## src/rtl/mips_pc_pkg.sv

```systemverilog
// Shared types and constants for the PC stage: FSM encoding, increment and reset address.
package mips_pc_pkg;

    typedef enum logic {
        RUN  = 1'b0,
        HOLD = 1'b1
    } pc_state_t;

    localparam logic [31:0] PC_INC           = 32'd4;
    localparam logic [31:0] RESET_PC_DEFAULT = 32'h0000_0000;

endpackage

```

## src/rtl/pc_target_calc.sv

```systemverilog
// Branch/jump/jr target formation and priority select; purely combinational, no backpressure.
module pc_target_calc #(
    parameter int ADDR_W = 32
) (
    input  logic [ADDR_W-1:0] i_pc_plus4,
    input  logic [ADDR_W-1:0] i_branch_offset,
    input  logic [25:0]       i_jump_index,
    input  logic [ADDR_W-1:0] i_jr_target,
    input  logic              i_branch,
    input  logic              i_zero,
    input  logic              i_jump,
    input  logic              i_jr,
    output logic [ADDR_W-1:0] o_sel_tgt,
    output logic              o_req
);

    logic [ADDR_W-1:0] w_br_tgt;
    logic [ADDR_W-1:0] w_j_tgt;
    logic              w_br_taken;

    assign w_br_taken = i_branch & i_zero;
    assign w_br_tgt   = i_pc_plus4 + i_branch_offset;
    // Jump stays inside the 256 MB region of the delay-slot address.
    assign w_j_tgt    = {i_pc_plus4[ADDR_W-1 -: 4], i_jump_index, 2'b00};
    assign o_req      = i_jr | i_jump | w_br_taken;

    always_comb begin
        o_sel_tgt = i_pc_plus4;
        if (i_jr) begin
            o_sel_tgt = i_jr_target;
        end else if (i_jump) begin
            o_sel_tgt = w_j_tgt;
        end else if (w_br_taken) begin
            o_sel_tgt = w_br_tgt;
        end
    end

endmodule

```

## src/rtl/pc_next_unit.sv

```systemverilog
// PC register and next-PC select; one cycle from request to pc update, redirect flagged the same cycle.
// A redirect requested under stall is parked in a pending register and applied when the stall drops.
module pc_next_unit
    import mips_pc_pkg::*;
#(
    parameter int                ADDR_W   = 32,
    parameter logic [ADDR_W-1:0] RESET_PC = RESET_PC_DEFAULT
) (
    input  logic              clk,
    input  logic              reset,
    input  logic              stall,
    input  logic              branch,
    input  logic              zero,
    input  logic [ADDR_W-1:0] branch_offset,
    input  logic              jump,
    input  logic [25:0]       jump_index,
    input  logic              jr,
    input  logic [ADDR_W-1:0] jr_target,
    output logic [ADDR_W-1:0] pc,
    output logic [ADDR_W-1:0] pc_plus4,
    output logic              redirect,
    output logic              misaligned
);

    pc_state_t         r_state;
    pc_state_t         w_state_nxt;
    logic [ADDR_W-1:0] r_pc;
    logic [ADDR_W-1:0] w_pc_nxt;
    logic [ADDR_W-1:0] r_pending;
    logic [ADDR_W-1:0] w_pending_nxt;
    logic              r_redirect;
    logic              w_redirect_nxt;
    logic              r_misaligned;
    logic              w_misaligned_nxt;
    logic [ADDR_W-1:0] w_pc_plus4;
    logic [ADDR_W-1:0] w_sel_tgt;
    logic              w_req;

    assign w_pc_plus4 = r_pc + PC_INC[ADDR_W-1:0];

    pc_target_calc #(
        .ADDR_W (ADDR_W)
    ) u_target_calc (
        .i_pc_plus4      (w_pc_plus4),
        .i_branch_offset (branch_offset),
        .i_jump_index    (jump_index),
        .i_jr_target     (jr_target),
        .i_branch        (branch),
        .i_zero          (zero),
        .i_jump          (jump),
        .i_jr            (jr),
        .o_sel_tgt       (w_sel_tgt),
        .o_req           (w_req)
    );

    always_comb begin
        w_state_nxt      = r_state;
        w_pc_nxt         = r_pc;
        w_pending_nxt    = r_pending;
        w_redirect_nxt   = 1'b0;
        w_misaligned_nxt = 1'b0;
        unique case (r_state)
            RUN: begin
                if (!stall) begin
                    w_pc_nxt         = w_req ? {w_sel_tgt[ADDR_W-1:2], 2'b00} : w_pc_plus4;
                    w_redirect_nxt   = w_req;
                    w_misaligned_nxt = w_req & (|w_sel_tgt[1:0]);
                end else if (w_req) begin
                    w_pending_nxt = w_sel_tgt;
                    w_state_nxt   = HOLD;
                end
            end
            HOLD: begin
                // Requests seen while holding come from younger wrong-path instructions.
                if (!stall) begin
                    w_pc_nxt         = {r_pending[ADDR_W-1:2], 2'b00};
                    w_redirect_nxt   = 1'b1;
                    w_misaligned_nxt = |r_pending[1:0];
                    w_state_nxt      = RUN;
                end
            end
            default: w_state_nxt = RUN;
        endcase
    end

    always_ff @(posedge clk) begin
        if (reset) begin
            r_state      <= RUN;
            r_pc         <= RESET_PC;
            r_pending    <= '0;
            r_redirect   <= 1'b0;
            r_misaligned <= 1'b0;
        end else begin
            r_state      <= w_state_nxt;
            r_pc         <= w_pc_nxt;
            r_pending    <= w_pending_nxt;
            r_redirect   <= w_redirect_nxt;
            r_misaligned <= w_misaligned_nxt;
        end
    end

    assign pc         = r_pc;
    assign pc_plus4   = w_pc_plus4;
    assign redirect   = r_redirect;
    assign misaligned = r_misaligned;

endmodule

```

## config.mk

```make
export PLATFORM = sky130hd
export DESIGN_NAME = pc_next_unit
export DESIGN_NICKNAME = d
export VERILOG_FILES = /design/src/rtl/mips_pc_pkg.sv /design/src/rtl/pc_target_calc.sv /design/src/rtl/pc_next_unit.sv
export SDC_FILE = /design/constraint.sdc
export NUM_CORES = 1
export LEC_CHECK = 0
export ABC_AREA = 1
export BUFFER_PORTS_ARGS = -buffer_cell sky130_fd_sc_hd__buf_2
export CORE_MARGIN = 4
export CORE_UTILIZATION = 50
export CTS_BUF_LIST = sky130_fd_sc_hd__clkbuf_2 sky130_fd_sc_hd__clkbuf_4 sky130_fd_sc_hd__clkbuf_8
export CTS_CLUSTER_DIAMETER = 120
export DETAILED_ROUTE_END_ITERATION = 7
export GPL_TIMING_DRIVEN = 0
export PLACE_DENSITY = 0.89
export SLEW_MARGIN = 20
export SYNTH_ARGS = -nofsm -noshare
export SYNTH_HDL_FRONTEND = slang
export SYNTH_HIERARCHICAL = 1
export SYNTH_SLANG_ARGS = --single-unit
export TNS_END_PERCENT = 50
```

## constraint.sdc

```tcl
create_clock -name clk -period 2.67 [get_ports clk]
set_input_delay 0.534 -clock clk [delete_from_list [all_inputs] [get_ports clk]]
set_output_delay 0.534 -clock clk [all_outputs]
set_load 0.02 [all_outputs]
```

[Word-level counts from Yosys, hierarchy flattened]
Cells that the tools add are included.
Storage, ports and cells
  bits in registers: 67
  bits of input ports: 97
  output and inout port bits: 66
Operators by class
  add/sub/neg operators: 2
  equality and inequality tests: 2
  muxes and demuxes: 17
  bitwise gates (word level): 5
  reductions and logical operators: 4
Operators with widths (count)
  32-bit 2-to-1 mux: 6
  32-bit case mux with 2 select lines: 1
  32-bit by 3-bit adder with 32-bit output, second input constant: 1
  32-bit adder: 1
  1-bit 2-to-1 mux: 7
  1-bit case mux with 2 select lines: 3
  2-bit inequality test, second input constant: 2
  2-bit OR reduction: 2
  3-bit AND reduction: 1
  1-bit bitwise AND: 2
  1-bit bitwise OR: 2
  2-bit AND reduction: 1
  1-bit NOT: 1

[Longest topological paths before layout]
  word-level depth: 9
  depth in mapped cells: 25
  gate-level depth less buffers: 25

[Hierarchy]
The synthesis kept the hierarchy.
Modules (own cells, without submodules)
  pc_next_unit: instances 1, cells each 560, area each 3589.7 µm²
  pc_target_calc: instances 1, cells each 641, area each 3163.0 µm²

[Worst setup path before layout]
No wires, ideal clock.
  path kind: reg2reg
  start point: reg r_pc[3], in the netlist pc[3]
  end point: reg r_pc[31], in the netlist pc[31]
  setup time: 112 ps
  arrival time: 3119 ps
  data required time: 2558 ps
  slack: -561 ps
  cell stages (with the launch flop): 22
  buffers on the path: 0
  period minus slack after synthesis: 3231 ps
  cell sequence: dfxtp_1 > ha_1 > nand2_2 > nor2_8 > nand2_4 > xnor2_1 > ha_1 > nand2_2 > inv_1 > nand2_1 > nand2_1 > a21oi_2 > nand2_2 > nand2_1 > nand2_1 > nand2_1 > nand4_1 > nand3_1 > nand2_1 > o221a_2 > nand2_1 > nand2_1
Between the ends
  longest elaborated chain between the ends: 8
RTL lines
  from (decl): RTL line pc_next_unit.sv:27  | logic [ADDR_W-1:0] r_pc;
  from (signal assigned): RTL line pc_next_unit.sv:95  | r_pc <= w_pc_nxt;
  32-bit by 3-bit adder with 32-bit output: RTL line pc_next_unit.sv:39  | assign w_pc_plus4 = r_pc + PC_INC[ADDR_W-1:0];
  net pc_plus4[10]: RTL line pc_next_unit.sv:20  | output logic [ADDR_W-1:0] pc_plus4,
  32-bit adder: RTL line pc_target_calc.sv:22  | assign w_br_tgt = i_pc_plus4 + i_branch_offset;
  32-bit 2-to-1 mux: RTL line pc_target_calc.sv:33  | end else if (w_br_taken) begin
  32-bit 2-to-1 mux: RTL line pc_target_calc.sv:31  | end else if (i_jump) begin
  32-bit 2-to-1 mux: RTL line pc_target_calc.sv:29  | if (i_jr) begin
  net w_sel_tgt[31]: RTL line pc_next_unit.sv:36  | logic [ADDR_W-1:0] w_sel_tgt;
  32-bit 2-to-1 mux: RTL line pc_next_unit.sv:65  | w_pc_nxt = w_req ? {w_sel_tgt[ADDR_W-1:2], 2'b00} : w_pc_plus4;
  32-bit 2-to-1 mux: RTL line pc_next_unit.sv:64  | if (!stall) begin
  32-bit case mux with 2 select lines: RTL line pc_next_unit.sv:62  | unique case (r_state)
The timed path passes the listed nets, and every way through them passes these cells. The select of a mux whose other input is x is not followed.
A chain may end at the register's enable or synchronous reset.

[Worst setup path after layout]
  start point: reg r_pc[2], in the netlist pc[2]
  end point: reg r_pc[21], in the netlist pc[21]
Between the ends
  longest elaborated chain between the ends: 8
RTL lines (RTL line)
  32-bit by 3-bit adder with 32-bit output (*): pc_next_unit.sv:39
  32-bit adder: pc_target_calc.sv:22
  32-bit 2-to-1 mux (*): pc_target_calc.sv:33
  32-bit 2-to-1 mux (*): pc_target_calc.sv:31
  32-bit 2-to-1 mux (*): pc_target_calc.sv:29
  net w_sel_tgt[21]: pc_next_unit.sv:36
  32-bit 2-to-1 mux (*): pc_next_unit.sv:65
  32-bit 2-to-1 mux (*): pc_next_unit.sv:64
  32-bit case mux with 2 select lines (*): pc_next_unit.sv:62
Mark *: on every way through the listed nets, which the timed path passes. The rest lies on a longest branch. The select of a mux whose other input is x is not followed.

==> impl_metrics.toml <==
[detailed_routing]
final_antenna_net_count = 0
routed_via_density = 6.09
drt_iter0_drc = 1636
wirelength_um = 32500
drt-pass1-iter-count = 6
wl_per_cell_um = 19.9
drc = 0
vias = 9920

[pwr]
total_power_w = 0.00425
irDropWorstVdd_v = 0.000310
p_seq_frac = 0.273
p_sw_frac = 0.428
p_per_area_nw_per_um2 = 410
pwr-share-comb = 0.498
leakagePower_nw = 4.75
p_clk_frac = 0.229
power_switching_w = 0.00182
internal_power_w = 0.00243

[floorplanning]
io_pins = 163
core_um2 = 13200
start_util = 0.510
die_y_um = 124
die-area_um2 = 15400
num_rows = 42
fp.dieW_um = 124

[clocking]
cts-buffers-inserted = 9
cts_root_buffer = "clkbuf_8"
clock_latency_ns = 0.37
htree_num_levels = 3
cts.clk_slew.worst_paths_ns = 0.08
cts.path.max_buffers = 2
cts_tree = "built"
cts_hold_buf = 0
numClockSinks = 65

[final_layout]
syn_to_final_growth_pct = 53.8
diodes = 0
fin_area_um2 = 10400
nets = 1578
drive_gt1_frac = 0.420
final_cell_mix = "nand2_1 (240), nor2_1 (174), buf_2 (167)"
final_common_cell = "nand2_1"
fillerInstances = 925

[sta]
fin_ws_ns = -0.722
final.min_clock_period_ns = 3.39
skew_ns = 0.00740
slew_headroom = 0.480
hold_violations = 0
finalCritPeriodShare = 1.27
setup_viol_count_final = 54
max_freq_ghz = 0.295
slew_violations = 0
worstMarginPinSlew_ns = 0.777
rsz0062_at_grt = "yes"

[setup_path]
worstSetupEndpoint = "pc[21]"
crit_required_ns = 2.93
r2r-end = "pc[21]"
worstPathArrival_ns = 3.65
crit_family = "simple AND/OR/NAND/NOR gates"
cp_num_cells = 22
critPathBufInv = 2
critPathSlowestCell = "dfxtp_4"
end_kind = "flop"
worst_setup_path_start_kind = "flop"
cp-startpoint = "pc[2]"
slowest_delay_ns = 0.38
regToRegStartpoint = "pc[2]"
rrSetupSlack_ns = -0.72
worstPathMaxFanout = 5
crit_type = "reg2reg"
crit_top_cell = "nand2_2"
ff2ff_path_depth = 22
path_cells = "ha_4 > nand2_4 > nor2_8 > nand2_8 > nor2_4 > nand2_2 > nand2_4 > ha_4 > a21oi_4 > buf_6 > o21bai_4 > a21oi_2 > buf_4 > nand3_2 > nand2_2 > nand3_2 > nand2_2 > a21oi_2 > nor2_2 > nor2_2 > nand2_1 > nand2_1"

[run]
maxCapViolations = 0

[place]
dp_hpwl_um = 22100
dpl-instance-area_um2 = 8630
place.gp.congestion = 0.987
numPortBuffers = 155

[grt]
grt_pass1_vias = 8995
antenna_found_initial = 0
overflow = 0
grtUsageTotal = 0.372
grt_pass1_wl_um = 46700
grt_max_degree = 11

[synth]
yosysSeqAreaShare = 0.193
synth_cells = 1201
ys_warn_count = 6
syn_area_um2 = 6750
synthDistinctLibCells = 44
syn_avg_cell_area_um2 = 5.62
ys_seq_elements = 65

[outcome]
violations = "setup timing"
status = "finished, violations left"

[worst_hold_path]
min_path_type = "reg2reg"
-- registers in the layout, indices dropped and copies added, names as in the netlist --
register    cells
pc             30
redirect        1
r_state         1
misaligned      1
r_pending      32
-- synth_stat cells, drive strengths merged --
library cell,number,area (um^2)
a211oi,8,60.1
fa,1,20.0
o31ai,2,15.0
dfxtp,65,1300
nor2,234,983
a21oi,102,537
xnor2,7,61.3
clkbuf,22,83.8
nand4,8,50.1
xor2,11,96.3
conb,1,3.75
or2,2,12.5
a221oi,8,70.1
inv,122,458
a21o,1,7.51
o221a,1,11.3
o21bai,6,45.0
o221ai,4,35.0
nand2,356,1390
o211ai,2,15.0
o21ai,93,473
nand3,77,410
nand3b,2,15.0
nor3,5,40.0
and2,5,33.8
ha,32,400
buf,22,115
clkinv,2,7.51
-- power by group through the flow --
stage / registers [W] / clock network, W / logic, W
detailed placement: 0.00117 / 0 / 0.00160
CTS: 0.00115 / 0.000959 / 0.00185
floorplan: 0.00120 / 0 / 0.00109
finish: 0.00116 / 0.000972 / 0.00212
global placement: 0.00117 / 0 / 0.00158
global route: 0.00117 / 0.000999 / 0.00224
-- worst min-delay path, cell delays in order, from the launching register on --
cell     delay, ns
dfxtp_1       0.31
nor2_1        0.09
nor2_1        0.05
-- cells by family (layout without fill, tap and decap cells) --
| group | after synthesis | in the layout | synth area share |
|---|---|---|---|
| compound gates | 227 | 227 | 0.188 |
| xor+xnor | 18 | 18 | 0.0233 |
| fa+ha+maj | 33 | 33 | 0.0623 |
| buf+inv | 168 | 412 | 0.0984 |
| flops | 65 | 65 | 0.193 |
| other cells | 1 | 9 | 0.000555 |
| simple gates | 689 | 689 | 0.435 |
-- metrics by stage --
stage | hold slack [ns] | TNS [ns] | setup WS (ns) | cells | util
after floorplan | 0.455 | -2.86 | -0.175 | 1209 | -
after global placement | 0.466 | -18.03 | -0.612 | 1540 | 0.652
after detailed placement | 0.476 | -19.75 | -0.649 | 1540 | 0.652
after CTS | 0.487 | -12.45 | -0.400 | 1612 | 0.740
after global routing | 0.508 | -28.60 | -0.850 | 1629 | 0.784
final | 0.491 | -21.21 | -0.722 | 1629 | 0.784
-- routing by layer --
| layer | wire length, um | GRT usage | up-vias | part of all wire |
|---|---|---|---|---|
| li1 | - | - | 4374 | - |
| met1 | 11800 | 0.469 | 4504 | 0.36 |
| met2 | 14600 | 0.613 | 821 | 0.45 |
| met3 | 3830 | 0.0674 | 221 | 0.12 |
| met4 | 2200 | 0.174 | 0 | 0.068 |
| met5 | 0 | 0 | - | 0 |
-- repair_timing --
item                       4_1_cts  5_1_grt
setup endpoints to repair       53       57
pin swaps                      122       97
gates resized for setup        133      116
setup buffers                   56       17
cloned                           0        0
-- how the worst min path moves through the flow --
stage | slack (ns) | from | cells after the start | endpoint
final | 0.49 | r_pending[1] | 2 | r_pending[1]
after global placement | 0.47 | r_pending[31] | 2 | r_pending[31]
after floorplan | 0.46 | r_pending[1] | 2 | r_pending[1]
after detailed placement | 0.48 | r_pending[23] | 2 | r_pending[23]
after global routing | 0.51 | pc[31] | 2 | pc[31]
after CTS | 0.49 | pc[31] | 2 | pc[31]
-- final cells by class --
type                    instances  area [um^2]  share of cell area
multi-input cells             976         6530               0.629
repair buffers                228         1380               0.133
clock buffers                  15          200              0.0193
flip-flops and latches         65         1350               0.130
well taps                     176          220              0.0212
plain buffers                  44          199              0.0192
inverters                     124          477              0.0459
clock inverters                 1         30.0             0.00289
No activity file was read; power rests on OpenSTA's default activity.
